File: config.mk
export PLATFORM = sky130hd
export DESIGN_NAME = game_lives_ctrl
export DESIGN_NICKNAME = d
export VERILOG_FILES = /design/src/rtl/game_pkg.sv /design/src/rtl/frame_down_counter.sv /design/src/rtl/game_lives_ctrl.sv
export SDC_FILE = /design/constraint.sdc
export NUM_CORES = 1
export LEC_CHECK = 0
export CAP_MARGIN = 20
export CELL_PAD_IN_SITES_DETAIL_PLACEMENT = 2
export CELL_PAD_IN_SITES_GLOBAL_PLACEMENT = 2
export CORE_AREA = 2 2 55 57
export DETAILED_ROUTE_END_ITERATION = 10
export DIE_AREA = 0 0 57 59
export DONT_BUFFER_PORTS = 1
export PLACE_DENSITY_LB_ADDON = 0.1
export SYNTH_ARGS = -nofsm -noshare
export SYNTH_HDL_FRONTEND = slang
export SYNTH_SLANG_ARGS = --single-unit
File: constraint.sdc
create_clock -name CLK -period 5.84 [get_ports CLK]
set_input_delay 0.584 -clock CLK [delete_from_list [all_inputs] [get_ports CLK]]
set_output_delay 0.584 -clock CLK [all_outputs]
set_load 0.03 [all_outputs]
File: src/rtl/game_pkg.sv
// game_pkg: shared definitions for the lives/loss supervisor.
//   state_e            - supervisor states (3-bit encoding)
//   *_DEF              - default values for the game_lives_ctrl parameters
package game_pkg;

  typedef enum logic [2:0] {
    IDLE    = 3'd0,
    JUGANDO = 3'd1,
    INVULN  = 3'd2,
    PERDIDO = 3'd3,
    FIN     = 3'd4
  } state_e;

  localparam int unsigned VIDAS_INI_DEF     = 3;
  localparam int unsigned INVULN_FRAMES_DEF = 60;
  localparam int unsigned PERDIO_FRAMES_DEF = 120;

endpackage

File: src/rtl/frame_down_counter.sv
// frame_down_counter: loadable down counter clocked by frame ticks.
//   clk_i      - system clock
//   rst_i      - synchronous active-high reset (count -> 0)
//   load_i     - load load_val_i; wins over a coincident tick
//   load_val_i - value to load
//   tick_i     - one-cycle frame pulse; decrements a non-zero count
//   done_o     - tick arriving while the count is 1 (window expires)
module frame_down_counter #(
  parameter int unsigned CNT_W = 8
) (
  input  logic             clk_i,
  input  logic             rst_i,
  input  logic             load_i,
  input  logic [CNT_W-1:0] load_val_i,
  input  logic             tick_i,
  output logic             done_o
);

  localparam logic [CNT_W-1:0] ONE = {{(CNT_W-1){1'b0}}, 1'b1};

  logic [CNT_W-1:0] cnt_q, cnt_d;

  always_comb begin
    cnt_d = cnt_q;
    if (load_i) begin
      cnt_d = load_val_i;
    end else if (tick_i && (cnt_q != '0)) begin
      cnt_d = cnt_q - ONE;
    end
  end

  always_ff @(posedge clk_i) begin
    if (rst_i) begin
      cnt_q <= '0;
    end else begin
      cnt_q <= cnt_d;
    end
  end

  // A tick on the same cycle as a load belongs to the old window, not the new one.
  assign done_o = tick_i && !load_i && (cnt_q == ONE);

endmodule

File: src/rtl/game_lives_ctrl.sv
// game_lives_ctrl: lives/loss supervisor feeding the game-start FSM.
//   CLK, RST      - clock, synchronous active-high reset
//   juego_activo  - game-running level from the start FSM
//   tick_frame    - one pulse per video frame
//   impacto       - player ship hit pulse
//   invasion      - aliens reached bottom row (immediate loss)
//   vida_extra    - score milestone pulse (effective only with VIDA_EXTRA_EN)
//   vidas         - remaining lives (registered)
//   invulnerable  - post-hit invulnerability window (registered)
//   perdio        - loss flag, held for PERDIO_FRAMES frames (registered)
// Build option: define VIDA_EXTRA_EN to enable extra lives on vida_extra.
module game_lives_ctrl
  import game_pkg::*;
#(
  parameter int unsigned W             = 3,
  parameter int unsigned VIDAS_INI     = VIDAS_INI_DEF,
  parameter int unsigned CNT_W         = 8,
  parameter int unsigned INVULN_FRAMES = INVULN_FRAMES_DEF,
  parameter int unsigned PERDIO_FRAMES = PERDIO_FRAMES_DEF
) (
  input  logic         CLK,
  input  logic         RST,
  input  logic         juego_activo,
  input  logic         tick_frame,
  input  logic         impacto,
  input  logic         invasion,
  input  logic         vida_extra,
  output logic [W-1:0] vidas,
  output logic         invulnerable,
  output logic         perdio
);

  localparam logic [W-1:0]     VIDAS_MAX  = '1;
  localparam logic [W-1:0]     VIDAS_INIV = W'(VIDAS_INI);
  localparam logic [W-1:0]     VIDA_UNO   = W'(1);
  localparam logic [CNT_W-1:0] INV_LOAD   = CNT_W'(INVULN_FRAMES);
  localparam logic [CNT_W-1:0] PER_LOAD   = CNT_W'(PERDIO_FRAMES);

  state_e           state_q, state_d;
  logic [W-1:0]     vidas_q, vidas_d;
  logic             inv_q, perdio_q;
  logic             cnt_load;
  logic [CNT_W-1:0] cnt_load_val;
  logic             cnt_done;
  logic             extra;

`ifdef VIDA_EXTRA_EN
  assign extra = vida_extra;
`else
  logic unused_vida_extra;
  assign unused_vida_extra = vida_extra;
  assign extra = 1'b0;
`endif

  frame_down_counter #(
    .CNT_W (CNT_W)
  ) u_cnt (
    .clk_i      (CLK),
    .rst_i      (RST),
    .load_i     (cnt_load),
    .load_val_i (cnt_load_val),
    .tick_i     (tick_frame),
    .done_o     (cnt_done)
  );

  always_comb begin
    state_d      = state_q;
    vidas_d      = vidas_q;
    cnt_load     = 1'b0;
    cnt_load_val = '0;
    unique case (state_q)
      IDLE: begin
        vidas_d = VIDAS_INIV;
        if (juego_activo) state_d = JUGANDO;
      end
      JUGANDO: begin
        if (!juego_activo) begin
          state_d = IDLE;
          vidas_d = VIDAS_INIV;
        end else if (invasion || (impacto && (vidas_q <= VIDA_UNO))) begin
          state_d      = PERDIDO;
          vidas_d      = '0;
          cnt_load     = 1'b1;
          cnt_load_val = PER_LOAD;
        end else if (impacto) begin
          state_d      = INVULN;
          cnt_load     = 1'b1;
          cnt_load_val = INV_LOAD;
          // A coincident extra life cancels the lost one.
          vidas_d      = extra ? vidas_q : (vidas_q - VIDA_UNO);
        end else if (extra && (vidas_q != VIDAS_MAX)) begin
          vidas_d = vidas_q + VIDA_UNO;
        end
      end
      INVULN: begin
        if (!juego_activo) begin
          state_d = IDLE;
          vidas_d = VIDAS_INIV;
        end else if (invasion) begin
          state_d      = PERDIDO;
          vidas_d      = '0;
          cnt_load     = 1'b1;
          cnt_load_val = PER_LOAD;
        end else begin
          if (extra && (vidas_q != VIDAS_MAX)) vidas_d = vidas_q + VIDA_UNO;
          if (cnt_done) state_d = JUGANDO;
        end
      end
      PERDIDO: begin
        if (cnt_done) state_d = FIN;
      end
      FIN: begin
        // Only a falling run level leaves FIN, so a stale high level cannot restart play.
        if (!juego_activo) begin
          state_d = IDLE;
          vidas_d = VIDAS_INIV;
        end
      end
      default: begin
        state_d = IDLE;
        vidas_d = VIDAS_INIV;
      end
    endcase
  end

  always_ff @(posedge CLK) begin
    if (RST) begin
      state_q  <= IDLE;
      vidas_q  <= VIDAS_INIV;
      inv_q    <= 1'b0;
      perdio_q <= 1'b0;
    end else begin
      state_q  <= state_d;
      vidas_q  <= vidas_d;
      inv_q    <= (state_d == INVULN);
      perdio_q <= (state_d == PERDIDO);
    end
  end

  assign vidas        = vidas_q;
  assign invulnerable = inv_q;
  assign perdio       = perdio_q;

endmodule

* Yosys cells after proc, flatten, opt, wreduce, memory -nomap -nowiden
Cells that the tools add are included.
Operators by class: add/sub/neg operators 2, multiply operators 0, divide/modulo/power cells 0, order comparisons 1, equal/unequal tests 10, shift-type cells 0, muxes and demuxes 31, bitwise logic cells 1, reduce and logical (&&, ||, !) cells 10
Operators by type and width (count):
- $mux 3 | 15
- $mux 7 | 4
- $mux 8 | 2
- $pmux 3 s5 | 1
- $pmux 7 s2 | 1
- $eq 3x2->1 const B | 4
- $pmux 3 s4 | 1
- $eq 8x1->1 const B | 1
- $reduce_bool 8->1 | 1
- $sub 8x1->8 const B | 1
- $mux 6 | 1
- $mux 1 | 5
- $logic_and 1x1->1 | 4
- $ne 4x4->1 const B | 1
- $reduce_and 4->1 | 1
- $eq 3x1->1 const B | 1
- $eq 3x3->1 const B | 1
- $le 3x1->1 const B | 1
- $logic_not 3->1 | 1
- $ne 3x3->1 const B | 1
- $sub 3x1->3 const B | 1
- $ne 2x2->1 const B | 1
- $pmux 1 s2 | 1
- $reduce_bool 2->1 | 1
- other kinds (3) | 3
Storage, ports and cells: register bits after elaboration 16, latch bits 0, bits in writable memories 0, bits in read-only memories 0, input bits 7, logic and storage cells 60, memories 0

* Longest topological paths before layout
depth after elaboration 14, mapped depth 6, gate-level depth less buffers 6

* Cells and area by module
A second synthesis with hierarchy kept.
Unflattened totals: cell total of the unflattened synthesis 140, area total of the unflattened synthesis 1167.4 um^2
By module, submodules not included:
- game_lives_ctrl | instances 1, cells each 77, area an instance 616.8 um^2
- frame_down_counter | instances 1, cells each 63, area an instance 550.5 um^2

* Least setup slack after synthesis
OpenSTA, ideal clock, no wires.
path kind reg2reg, start register vidas_q[1], in the netlist vidas[1], end register vidas_q[2], in the netlist vidas[2], library setup time 0.062 ns, arrival time 1.946 ns, data required time 5.778 ns, setup slack 3.833 ns, cell stages (with the launch flop) 7, cells stage by stage dfxtp_1 > inv_1 > ha_1 > o21bai_1 > a2111oi_0 > or4b_1 > nand3_1
Between the ends: cells in the longest elaborated chain, start to end 6
RTL lines:
- start: declaration | RTL line game_lives_ctrl.sv:40 | logic [W-1:0] vidas_q, vidas_d;
- start signal: assignment | RTL line game_lives_ctrl.sv:134 | vidas_q <= vidas_d;
- $le 3x1->1 | RTL line game_lives_ctrl.sv:80 | end else if (invasion || (impacto && (vidas_q <= VIDA_UNO))) begin
- $logic_and 1x1->1 | RTL line game_lives_ctrl.sv:80
- $logic_or 1x1->1 | RTL line game_lives_ctrl.sv:80
- $mux 3 | RTL line game_lives_ctrl.sv:80
- $mux 3 | RTL line game_lives_ctrl.sv:77 | if (!juego_activo) begin
- $pmux 3 s4 | RTL line game_lives_ctrl.sv:71 | unique case (state_q)
Several ways; a longest one is shown, not always the timed one. The select of a mux whose other input is x is not followed. A chain may end at the register's enable or synchronous reset.

* Worst setup path after layout
Same ends and word-level chain as after synthesis.

==> flow_metrics.py <==
metrics = {
    "routing": {
        "vias": 926,
        "dr.pass1.iters": 3,
        "drc": 0,
        "drtIter0Drc": 43,
        "ant_nets": 0,
        "vias_per_cell": 6.132,
        "post_drt_wl_per_cell_um": 17.95,
        "wl_um": 2711,
    },
    "timing": {
        "hold_violations": 0,
        "worst_slack_ns": 3.505,
        "min_period_ns": 2.335,
        "tightest_slew_ns": 0.5974,
        "setup_tns_ns": 0,
        "holdWs_ns": 0.3565,
        "period_share_pct": 39.98,
        "skew_ns": 0.001965,
        "setup_viol": 0,
        "max_freq_mhz": 428.3,
        "final_max_slew_viol_count": 0,
        "slew-limit-headroom_pct": 59.15,
        "rsz0062_at_grt": "no",
    },
    "global_routing": {
        "grtUsageTotal_pct": 18.01,
        "antenna_found_initial": 0,
        "grt_overflow": 0,
        "grt_max_degree": 13,
        "grt_pass1_wl_um": 4740,
        "grt_pass1_vias": 1003,
    },
    "cts": {
        "cts.clk_slew.worst_paths_ns": 0.10,
        "cts-buffers-inserted": 3,
        "ctsLongestPathBuffers": 2,
        "postCtsSetupRepairBufs": 0,
        "htreeDepth": 1,
        "hold_buffers": 0,
        "clk_latency_ns": 0.28,
        "cts_tree": "done",
        "cts_resized": 0,
        "cts.sinks": 16,
        "cts_root_buf": "clkbuf_4",
    },
    "setup_path": {
        "r2r_cells": 6,
        "path_max_fanout": 4,
        "end_kind": "flip-flop",
        "crit_slowest_cell": "a2111oi_0",
        "path_cells": "inv_1 -> ha_1 -> o21bai_1 -> a2111oi_0 -> or4b_1 -> nand3_1",
        "required_ns": 6.07,
        "path_class": "reg -> reg",
        "critPathLaunchType": "flip-flop",
        "slowest_delay_ns": 0.60,
        "crit_arrival_ns": 2.57,
    },
    "synthesis": {
        "synth_ff_type": "dfxtp_1",
        "synth_top_area_share_pct": 31.33,
        "ys_async_sr_fraction_pct": 0,
        "synth_nets": 136,
        "synth-seq-cells": 16,
        "synth-edff-count": 0,
        "synth_warnings": 0,
        "synthesis.area_mm2": 0.001022,
        "synthCells": 124,
        "synthDistinctLibCells": 44,
        "yosysTopAreaCell": "dfxtp_1",
        "syn_area_per_cell_um2": 8.244,
        "yosys-top-cells-area": "dfxtp_1, ha_1, a21oi_1",
        "yosysSeqAreaShare_pct": 31.33,
    },
    "final_layout": {
        "drive_gt1_share_pct": 5.833,
        "n_antenna_cell": 0,
        "nets": 133,
        "area_delta_synth_final_pct": 3.795,
        "fillCellCount": 312,
    },
    "power": {
        "p_switching_uw": 158.5,
        "pwr_density_cell_mw_per_mm2": 368.4,
        "p_comb_share_pct": 39.9,
        "ir_drop_mv": 0.2045,
        "pwr-share-clk_pct": 18.8,
        "seq_power_share_pct": 41.3,
        "internal-power_uw": 232.4,
        "p_leak_uw": 0.0003902,
        "power.total_uw": 390.9,
        "p_sw_share_pct": 40.56,
    },
    "place": {
        "io_buffers": 0,
        "post-place-ws_ns": 3.500,
        "dp_hpwl_um": 2044,
        "place.gp.congestion": 0.7385,
    },
    "status": {
        "status": "complete, no violations",
    },
    "floorplan": {
        "die-width_um": 57,
        "dieArea_mm2": 0.003363,
        "die_h_um": 59,
        "start_util_pct": 37.72,
        "rows": 19,
        "pin_count": 12,
        "coreArea_mm2": 0.002710,
    },
    "min_path": {
        "min_path_type": "in -> reg",
        "hold_depth": 1,
    },
    "job": {
        "cap_violations": 0,
    },
}
[placed cells by master (no fill, tap or decap), types with 2 or more instances in the layout]
master and n:
dfxtp_1 16, a21oi_1 11, nand2_1 8, nor2_1 7
inv_1 6, ha_1 5, nand2b_1 4, o31ai_1 4
o21bai_1 4, nor2b_1 4, or4_1 3, nor3b_1 3
o21ai_0 3, a31oi_1 3, clkbuf_4 3, nand4_1 2
xor2_1 2, a32oi_1 2, a211oi_1 2, o211ai_1 2
nand3_1 2, a211o_1 2, nor4b_1 2, or3_1 2
a311oi_1 2
[power by group through the flow]
stage	Clock, uW	Combinational, uW	Sequential, uW
2_1_floorplan	0	134	152
3_3_place_gp	0	147	163
3_5_place_dp	0	154	164
4_1_cts	78.6	158	162
5_1_grt	83.0	179	165
6_report	73.3	156	162
[area by class of cell]
| class | instances | area [um^2] | share of cell area, % |
|---|---|---|---|
| clock buffer | 4 | 36.28 | 3.420 |
| inverter | 6 | 22.52 | 2.123 |
| multi-input combinational | 94 | 643.1 | 60.61 |
| sequential | 16 | 320.3 | 30.19 |
| tap | 31 | 38.79 | 3.656 |
[per-stage QoR]
stage	cells	instance area (um^2)	util, %
floorplan	124	1022	-
global placement	147	1025	37.81
detailed placement	147	1025	37.81
CTS	151	1061	39.15
global route	151	1061	39.15
finish	151	1061	39.15
[cell usage after synthesis (2+ instances only)]
| cell | instances |
|---|---|
| dfxtp_1 | 16 |
| a21oi_1 | 11 |
| nand2_1 | 8 |
| nor2_1 | 7 |
| inv_1 | 6 |
| ha_1 | 5 |
| clkbuf_1 | 4 |
| nand2b_1 | 4 |
| nor2b_1 | 4 |
| o21bai_1 | 4 |
| o31ai_1 | 4 |
| a31oi_1 | 3 |
| nor3b_1 | 3 |
| o21ai_0 | 3 |
| or4_1 | 3 |
| a211o_1 | 2 |
| a211oi_1 | 2 |
| a311oi_1 | 2 |
| a32oi_1 | 2 |
| nand3_1 | 2 |
| nand4_1 | 2 |
| nor4b_1 | 2 |
| o211ai_1 | 2 |
| or3_1 | 2 |
| xor2_1 | 2 |
[metal layers]
metal	wire length, um	vias to the layer above	GRT usage, %
met2	1396	9	32.68
met3	90	2	3.057
met5	0	-	0
met4	17	0	6.645
li1	-	455	-
met1	1206	460	21.34
[final timing paths]
path,start,to,slack (ns)
setup / recovery,vidas[1],vidas[2],3.50
hold / removal,RST,u_cnt.cnt_q[6],0.36
setup reg to reg,vidas[1],vidas[2],3.50
hold reg to reg,u_cnt.cnt_q[5],u_cnt.cnt_q[5],0.51
[logic make-up (layout without fill, tap and decap cells)]
group / Yosys count / in the layout / synth area share (%)
buf+inv: 14 / 10 / 5.751
simple gates: 44 / 44 / 25.58
xor+xnor: 3 / 3 / 2.571
fa+ha+maj: 5 / 5 / 6.120
flops: 16 / 16 / 31.33
compound gates: 42 / 42 / 28.64
[worst max-delay path: cells and delay by family, from the launching register on]
kind                       cells  cell delay (ns)
DFF                            1             0.59
buffers and inverters          1             0.12
adders and majority gates      1             0.19
and+or+nand+nor                2             0.57
AOI/OAI and AO/OA              2             0.81
[registers in the layout, indices dropped and copies added, names as in the netlist]
signal / cells
invulnerable: 1
perdio: 1
state_q: 3
u_cnt.cnt_q: 8
vidas: 3
Power figures use the tool's default switching activity.
